==> config.mk <==
export PLATFORM = sky130hd
export DESIGN_NAME = vga_scanout
export DESIGN_NICKNAME = d
export VERILOG_FILES = /design/src/rtl/vga_timing_pkg.sv /design/src/rtl/vga_scanout_if.sv /design/src/rtl/vga_timing_gen.sv /design/src/rtl/vga_scanout.sv
export SDC_FILE = /design/constraint.sdc
export NUM_CORES = 1
export LEC_CHECK = 0
export CAP_MARGIN = 15
export CORE_ASPECT_RATIO = 0.5
export CORE_MARGIN = 5
export CORE_UTILIZATION = 49
export CTS_CLUSTER_DIAMETER = 40
export DETAILED_ROUTE_END_ITERATION = 8
export PLACE_DENSITY = 0.77
export SLEW_MARGIN = 10
export SYNTH_ARGS = -nofsm -noshare
export SYNTH_HDL_FRONTEND = slang
export SYNTH_SLANG_ARGS = --single-unit
==> constraint.sdc <==
create_clock -name PCLK -period 2.7 [get_ports PCLK]
set_input_delay 0.54 -clock PCLK [delete_from_list [all_inputs] [get_ports PCLK]]
set_output_delay 0.54 -clock PCLK [all_outputs]
set_load 0.005 [all_outputs]
==> src/rtl/vga_timing_pkg.sv <==
// VGA 640x480@60 timing constants shared by the scanout slice.
// Counter widths, porch/sync geometry and colours.
package vga_timing_pkg;
  localparam int HW = 10;
  localparam int VW = 10;

  localparam int H_VISIBLE = 640;
  localparam int H_FP      = 16;
  localparam int H_SYNC    = 96;
  localparam int H_BP      = 48;
  localparam int H_TOTAL   = H_VISIBLE + H_FP + H_SYNC + H_BP;
  localparam int HS_START  = H_VISIBLE + H_FP;
  localparam int HS_END    = HS_START + H_SYNC - 1;

  localparam int V_VISIBLE = 480;
  localparam int V_FP      = 10;
  localparam int V_SYNC    = 2;
  localparam int V_BP      = 33;

  localparam int RD_LAT    = 1;

  localparam logic [4:0] FG_COLOR = 5'b11111;
  localparam logic [4:0] BG_COLOR = 5'b00000;

  typedef logic [HW-1:0] hcnt_t;
  typedef logic [VW-1:0] vcnt_t;
endpackage

==> src/rtl/vga_scanout_if.sv <==
// Decoded timing strobes from the counter block to the scanout datapath.
// Master drives, slave consumes.
interface vga_scanout_if;
  import vga_timing_pkg::*;

  logic  hsync_n;
  logic  vsync_n;
  logic  visible;
  logic  vblank;
  logic  frame_start;
  logic  fetch;
  logic  line_end;
  logic  next_vis;
  vcnt_t next_line;

  modport master (
    output hsync_n, vsync_n, visible, vblank,
    output frame_start, fetch, line_end,
    output next_vis, next_line
  );

  modport slave (
    input hsync_n, vsync_n, visible, vblank,
    input frame_start, fetch, line_end,
    input next_vis, next_line
  );
endinterface

==> src/rtl/vga_timing_gen.sv <==
// Horizontal/vertical pixel counters and raw
// (pre-register) sync, visible and strobe decode.
module vga_timing_gen
  import vga_timing_pkg::*;
#(
  parameter int V_VISIBLE = vga_timing_pkg::V_VISIBLE,
  parameter int V_FP      = vga_timing_pkg::V_FP,
  parameter int V_SYNC    = vga_timing_pkg::V_SYNC,
  parameter int V_BP      = vga_timing_pkg::V_BP
) (
  input logic          PCLK,
  input logic          RST,
  vga_scanout_if.master tm
);
  localparam int V_TOTAL  = V_VISIBLE + V_FP + V_SYNC + V_BP;
  localparam int VS_START = V_VISIBLE + V_FP;
  localparam int VS_END   = VS_START + V_SYNC - 1;

  hcnt_t hcount_q, hcount_d;
  vcnt_t vcount_q, vcount_d;
  vcnt_t next_line;

  // Next counter values: h wraps each line, v wraps each frame.
  always_comb begin
    hcount_d = hcount_q + 1'b1;
    vcount_d = vcount_q;
    if (hcount_q == hcnt_t'(H_TOTAL - 1)) begin
      hcount_d = '0;
      if (vcount_q == vcnt_t'(V_TOTAL - 1))
        vcount_d = '0;
      else
        vcount_d = vcount_q + 1'b1;
    end
  end

  // Counter state.
  always_ff @(posedge PCLK) begin
    if (RST) begin
      hcount_q <= '0;
      vcount_q <= '0;
    end else begin
      hcount_q <= hcount_d;
      vcount_q <= vcount_d;
    end
  end

  assign next_line = (vcount_q == vcnt_t'(V_TOTAL - 1))
                   ? '0 : vcount_q + 1'b1;

  assign tm.hsync_n = !((hcount_q >= hcnt_t'(HS_START)) &&
                        (hcount_q <= hcnt_t'(HS_END)));
  assign tm.vsync_n = !((vcount_q >= vcnt_t'(VS_START)) &&
                        (vcount_q <= vcnt_t'(VS_END)));
  assign tm.visible = (hcount_q < hcnt_t'(H_VISIBLE)) &&
                      (vcount_q < vcnt_t'(V_VISIBLE));
  assign tm.vblank      = vcount_q >= vcnt_t'(V_VISIBLE);
  assign tm.frame_start = (hcount_q == '0) && (vcount_q == '0);
  assign tm.fetch       = hcount_q == hcnt_t'(H_VISIBLE);
  assign tm.line_end    = hcount_q == hcnt_t'(H_TOTAL - 1);
  assign tm.next_line   = next_line;
  assign tm.next_vis    = next_line < vcnt_t'(V_VISIBLE);
endmodule

==> src/rtl/vga_scanout.sv <==
// VRAM line fetch, 1bpp pixel serialiser and registered VGA outputs.
// Every output lags the counter state that produced it by one PCLK.
module vga_scanout
  import vga_timing_pkg::*;
#(
  parameter int V_VISIBLE = vga_timing_pkg::V_VISIBLE,
  parameter int V_FP      = vga_timing_pkg::V_FP,
  parameter int V_SYNC    = vga_timing_pkg::V_SYNC,
  parameter int V_BP      = vga_timing_pkg::V_BP
) (
  input  logic                 PCLK,
  input  logic                 RST,
  output logic [8:0]           agp_addr,
  input  logic [H_VISIBLE-1:0] agp_data,
  output logic                 hsync,
  output logic                 vsync,
  output logic [4:0]           rgb,
  output logic                 vblank,
  output logic                 frame_start
);
  vga_scanout_if tm ();

  vga_timing_gen #(
    .V_VISIBLE (V_VISIBLE),
    .V_FP      (V_FP),
    .V_SYNC    (V_SYNC),
    .V_BP      (V_BP)
  ) u_timing (
    .PCLK (PCLK),
    .RST  (RST),
    .tm   (tm)
  );

  logic [H_VISIBLE-1:0] shift_q, shift_d;
  logic [8:0]           addr_q, addr_d;
  logic [4:0]           rgb_q, rgb_d;
  logic                 hsync_q, vsync_q, vblank_q, fs_q;

  // Fetch address and line shifter: load at line end, shift while visible.
  always_comb begin
    addr_d  = addr_q;
    shift_d = shift_q;
    if (tm.fetch)
      addr_d = 9'(tm.next_line);
    if (tm.line_end)
      shift_d = tm.next_vis ? agp_data : '0;
    else if (tm.visible)
      shift_d = {1'b0, shift_q[H_VISIBLE-1:1]};
    rgb_d = (tm.visible && shift_q[0]) ? FG_COLOR : BG_COLOR;
  end

  // Datapath and output registers.
  always_ff @(posedge PCLK) begin
    if (RST) begin
      shift_q  <= '0;
      addr_q   <= '0;
      rgb_q    <= BG_COLOR;
      hsync_q  <= 1'b1;
      vsync_q  <= 1'b1;
      vblank_q <= 1'b0;
      fs_q     <= 1'b0;
    end else begin
      shift_q  <= shift_d;
      addr_q   <= addr_d;
      rgb_q    <= rgb_d;
      hsync_q  <= tm.hsync_n;
      vsync_q  <= tm.vsync_n;
      vblank_q <= tm.vblank;
      fs_q     <= tm.frame_start;
    end
  end

  assign agp_addr    = addr_q;
  assign hsync       = hsync_q;
  assign vsync       = vsync_q;
  assign rgb         = rgb_q;
  assign vblank      = vblank_q;
  assign frame_start = fs_q;
endmodule

# --- After elaboration in Yosys (flattened, before gate mapping) ---
# Index checks and enable logic that the tools add are counted.
totals:
  regBits: 678
  in_bits: 642
  out_inout_bits: 18
classes:
  addsub: 2
  order_cmp: 8
  eq_ne: 3
  mux: 5
  reduce_logical: 11
ops:
  columns: ["op", "count"]
  rows:
  - ["two-way mux 640 bit", 3]
  - ["== test 10 bit (second input constant)", 3]
  - ["adder 10 x 1 -> 10 bit (second input constant)", 2]
  - [">= comparator 10 x 9 -> 1 bit (second input constant)", 2]
  - ["logical NOT 10 bit", 2]
  - ["less-than comparator 10 x 9 -> 1 bit (second input constant)", 2]
  - [">= comparator 10 bit (second input constant)", 1]
  - ["less-or-equal comparator 10 bit (second input constant)", 1]
  - ["less-or-equal comparator 10 x 9 -> 1 bit (second input constant)", 1]
  - ["less-than comparator 10 bit (second input constant)", 1]
  - ["two-way mux 10 bit", 1]
  - ["logical AND 1 bit", 5]
  - ["two-way mux 5 bit", 1]
  - ["logical NOT 1 bit", 2]
  - ["nonzero test 2 bit", 1]
  - ["OR reduction 2 bit", 1]

# --- Longest topological paths before layout ---
logic_depth:
  ltp_word: 5
  depth_mapped: 10

# --- Cells and area by module ---
# From an unflattened synthesis, not the netlist that was laid out.
hier_totals:
  cells_unflattened: 3112
  area_unflattened_um2: 32122.1
modules_own_cells:
  columns: ["module", "instances", "cells_per_inst", "area_each_um2", "seq_area_each_um2"]
  rows:
  - ["vga_scanout", 1, 2960, 30887.1, 13092.6]
  - ["vga_timing_gen", 1, 152, 1234.9, 400.4]

# --- Least setup slack after synthesis ---
# Ideal clock, no wire load.
synth_path:
  path_kind: "register to register"
  startpoint: "register u_timing.vcount_q[5]"
  endpoint: "register shift_q[514]"
  setup_ps: 81
  arrival_ps: 2480
  required_ps: 2619
  slack_ps: 139
  stages_incl_launch_ff: 10
  n_path_buf: 4
  period_less_slack_ps: 2561
  path_cell_list: "dfxtp_1 > buf_6 > or4_4 > or3_4 > o221a_4 > buf_8 > buf_12 > buf_8 > a2111o_1 > a211oi_2"
synth_between:
  elab_chain_len: 5
synth_rtl:
  columns: ["item", "line_no", "source"]
  rows:
  - ["start, declared", "vga_timing_gen.sv:20", "vcnt_t vcount_q, vcount_d;"]
  - ["start signal, assigned", "vga_timing_gen.sv:43", "vcount_q <= vcount_d;"]
  - ["adder 10 x 1 -> 10 bit / == test 10 bit (equally long branches)", "vga_timing_gen.sv:48, vga_timing_gen.sv:47", null]
  - ["two-way mux 10 bit", "vga_timing_gen.sv:48", "? '0 : vcount_q + 1'b1;"]
  - ["less-than comparator 10 x 9 -> 1 bit", "vga_timing_gen.sv:61", "assign tm.next_vis = next_line < vcnt_t'(V_VISIBLE);"]
  - ["two-way mux 640 bit", "vga_scanout.sv:46", "shift_d = tm.next_vis ? agp_data : '0;"]
  - ["two-way mux 640 bit", "vga_scanout.sv:45", "if (tm.line_end)"]
  - ["end signal, assigned", "vga_scanout.sv:63", "shift_q <= shift_d;"]
  - ["end, declared", "vga_scanout.sv:34", "logic [H_VISIBLE-1:0] shift_q, shift_d;"]
# Several ways; a longest one is shown, not always the timed one.
# A chain may end at the register's enable or synchronous reset.

# --- Worst setup path in the final report ---
layout_path:
  startpoint: "register u_timing.vcount_q[4]"
  endpoint: "register shift_q[585]"
# The elaborated chain is that of the path after synthesis.

==> metrics.md <==
| Metric | Value |
|---|---|
| Worst reg-to-reg path cell count | 7 |
| Status | finished with violations |
| Final Skew | 0.0290 ns |
| Clk pin slew, worst setup/hold paths | 0.07 ns |
| Critical path endpoint category | register |
| Initial core utilization | 0.495 |
| Pins Over Slew Limit | 0 |
| Mapped cell area | 40400 um^2 |
| Initial antenna violation count | 7 |
| CP Launch Type | register |
| Synth Warn # | 0 |
| CP startpoint | u_timing.vcount_q[4] |
| Via count | around 38000 |
| Final core utilization | 0.624 |
| Mapped Cells | 4611 |
| Internal power | 16.8 mW |
| Sw frac | 0.236 |
| Clk Tree Root Cell | clkbuf_16 |
| Worst skew pair latency | between 0.6 and 0.7 ns |
| Clock power frac | 0.471 |
| Max-cap violation count | 0 |
| Gr usage total | 0.264 |
| Register bit count reported by yosys | 674 |
| Layout Cells excl Fill | 6131 |
| 1st-iter DRT viols | 3590 |
| Setup TNS | -0.0537 ns |
| Post-route DRC | 0 |
| Worst Tran Pin Value | 0.850 ns |
| Die X | 416 um |
| Worst hold slack | ~0.43 ns |
| Antenna viol nets, final | 0 |
| Vias per cell | 6.14 |
| Final Hold Viols | 0 |
| Die Area | 88700 um^2 |
| Max clock buf depth | 3 |
| Violated checks | negative setup slack |
| Drt wl/cell | around 21 um |
| Syn avg cell area | just under 9 um^2 |
| Mapped Nets | 5258 |
| Nets | 5616 |
| Seq/Total Area, Yosys | 0.334 |
| Leak Pwr | around 20 nW |
| Clock Sinks | 674 |
| Num CTS Buffers | 70 |
| Die H | 213 um |
| Routability cong. | roughly 0.9 |
| First-pass GRT wire length | 195000 um |
| Detailed placer's ending HPWL | 82500 um |
| Power Dens Cells | 431 nW/um^2 |
| End of the critical path | shift_q[585] |
| Required @ worst endpoint | 3.26 ns |
| Critical path type | register to register |
| Layout cell share with drive strength beyond 1 | 0.192 |
| FF-to-FF Start | u_timing.vcount_q[4] |
| Drt pass-1 iters | 7 |
| Setup-failing EPs final | 4 |
| Asr flop ratio synth | 0 |
| Synth Flop Type | dfxtp_1 |
| H-Tree Depth | 3 |
| Crit path max fanout | 15 |
| Crit share post-route | 1.01 |
| Psw | 5.18 mW |
| Relative slew slack | 0.434 |
| Vias in the first global route | 36828 |
| Placed cell count | 5974 |
| Worst min path class | input port to register |
| Combinational share of power | 0.076 |
| Data arrival, critical path | 3.28 ns |
| Post-synth EDFFs | 0 |
| R2r setup slk | -0.03 ns |
| Hold_buf cts | 0 |
| Seq pwr share | 0.453 |
| Fmax achieved | 367 MHz |
| FP Rows | 74 |
| VDD IR-drop max | 0.486 mV |
| Core Area | 81800 um^2 |
| Reg2Reg Capture Point | shift_q[585] |
| Total grt overflow | 0 |
| CTS tree | built |
| Area Overhead vs Synth | 26.1% |
| RSZ-0062 raised after global routing | true |
| IO Port Bufs | 659 |
| Unique masters post-synth | 42 |
| Largest net degree at the start of global routing | 166 |
| DRT Wirelength | 130000 um |
| Fin crit period | between 2 and 3 ns |
| Worst Slack Setup Final | -0.0257 ns |
| Io pins | 660 |
## synthesized netlist by cell type, types with 2 or more instances
library cell | instances | area share
inv_1 | 647 | 0.060
o21ai_0 | 646 | 0.080
ha_1 | 5 | 0.0015
mux2i_1 | 6 | 0.0015
dfxtp_1 | 674 | 0.33
or4_1 | 2 | 0.00037
a211oi_1 | 43 | 0.0080
or2_2 | 2 | 0.00031
nor3_1 | 12 | 0.0015
a211oi_2 | 599 | 0.19
buf_12 | 6 | 0.0030
buf_2 | 8 | 0.00099
nand3_1 | 12 | 0.0015
xor2_1 | 9 | 0.0019
buf_4 | 4 | 0.00074
buf_1 | 14 | 0.0013
clkbuf_1 | 493 | 0.046
nand2_1 | 12 | 0.0011
nor4_1 | 2 | 0.00031
nand4_1 | 4 | 0.00062
a21oi_1 | 9 | 0.0011
xnor2_1 | 8 | 0.0017
buf_8 | 61 | 0.023
or3_1 | 5 | 0.00077
nor2_1 | 667 | 0.062
and3_1 | 4 | 0.00062
nor3b_1 | 3 | 0.00056
a2111o_1 | 640 | 0.18
## worst max-delay path, stage by stage, from the launching register on
cell       delay (ns)
dfxtp_2          0.34
or4_4            0.54
or3_4            0.38
o221a_4          0.33
clkbuf_16        0.23
buf_16           0.17
a2111o_1         0.38
a211oi_2         0.24
## cell families after synthesis
group / share of synthesized area
compound gates: 0.454
xor+xnor: 0.00368
fa+ha+maj: 0.00155
buf+inv: 0.135
flops: 0.334
mux: 0.00148
simple gates: 0.0707
## layout by cell type, fill, tap and decap left out, types with 5 or more instances in the layout
master	n
inv_6	9
a211oi_2	615
mux2i_1	5
nor2_1	667
buf_4	100
xnor2_1	8
dfxtp_1	672
ha_1	5
nor3_1	11
clkbuf_1	8
buf_16	7
clkdlybuf4s50_1	658
nand3_1	12
buf_12	77
clkbuf_16	85
nand2_1	10
bufinv_16	7
clkinv_2	9
clkbuf_8	11
a21oi_1	9
xor2_1	8
a211oi_1	27
diode_2	7
o21ai_0	646
buf_6	15
a2111o_1	640
inv_1	647
## power by group through the flow
stage | sequential [mW] | clock (mW) | combinational [mW]
2_1_floorplan | 10.2 | 0 | 0.412
3_3_place_gp | 10.2 | 0 | 1.65
5_1_grt | 9.94 | 10.9 | 1.74
4_1_cts | 9.95 | 10.5 | 1.66
3_5_place_dp | 10.2 | 0 | 1.65
6_report | 9.95 | 10.3 | 1.67
## timing repair
action | 4_1_cts | 5_1_grt
gates cloned | 0 | 22
resized for setup | 2 | 35
pin swaps | 0 | 94
setup endpoints to repair | 63 | 498
setup buffers | 0 | 3
hold endpoints to repair | 0 | 0
## worst min path at each step
stage          cells after the start  slack (ns)           end    startpoint
4_1_cts                            2        0.38  shift_q[194]           RST
3_5_place_dp                       2        0.46  shift_q[639]  shift_q[639]
6_report                           2        0.43  shift_q[192]           RST
3_3_place_gp                       2        0.46  shift_q[639]  shift_q[639]
5_1_grt                            2        0.42  shift_q[255]           RST
2_1_floorplan                      2        0.44  shift_q[639]  shift_q[639]
## registers in the layout (all words and copies together) (netlist names)
name	count
rgb	1
agp_addr	9
hsync	1
vsync	1
u_timing.hcount_q	10
u_timing.vcount_q	10
shift_q	640
frame_start	1
vblank	1
## per-stage QoR
stage	cell area, um^2	setup WS [ns]	total power, mW
CTS	50300	-0.0309	22.1
floorplan	40400	0.139	10.6
detailed placement	47900	-0.0342	11.8
global route	51000	-0.0605	22.6
finish	51000	-0.0257	22.0
global placement	47900	0.0381	11.8
## cell type report
type                       instances  area, um^2
inverter                         648        2430
sequential                       674       13500
clock buffer                      90        1960
clock inverter                    35         427
multi-input combinational       2703       21700
tap                             1102        1380
timing repair buffer             872        9610
fill                            6596       30800
antenna                            7        17.5
## metal layers
metal  wire [um]  share of wire  global-route usage
met1       50600           0.39               0.302
met2       63700           0.49               0.458
met4       10400          0.080               0.205
met3        4770          0.037              0.0296
met5           0              0                   0
Note: power is estimated with default switching activity, not from simulation.
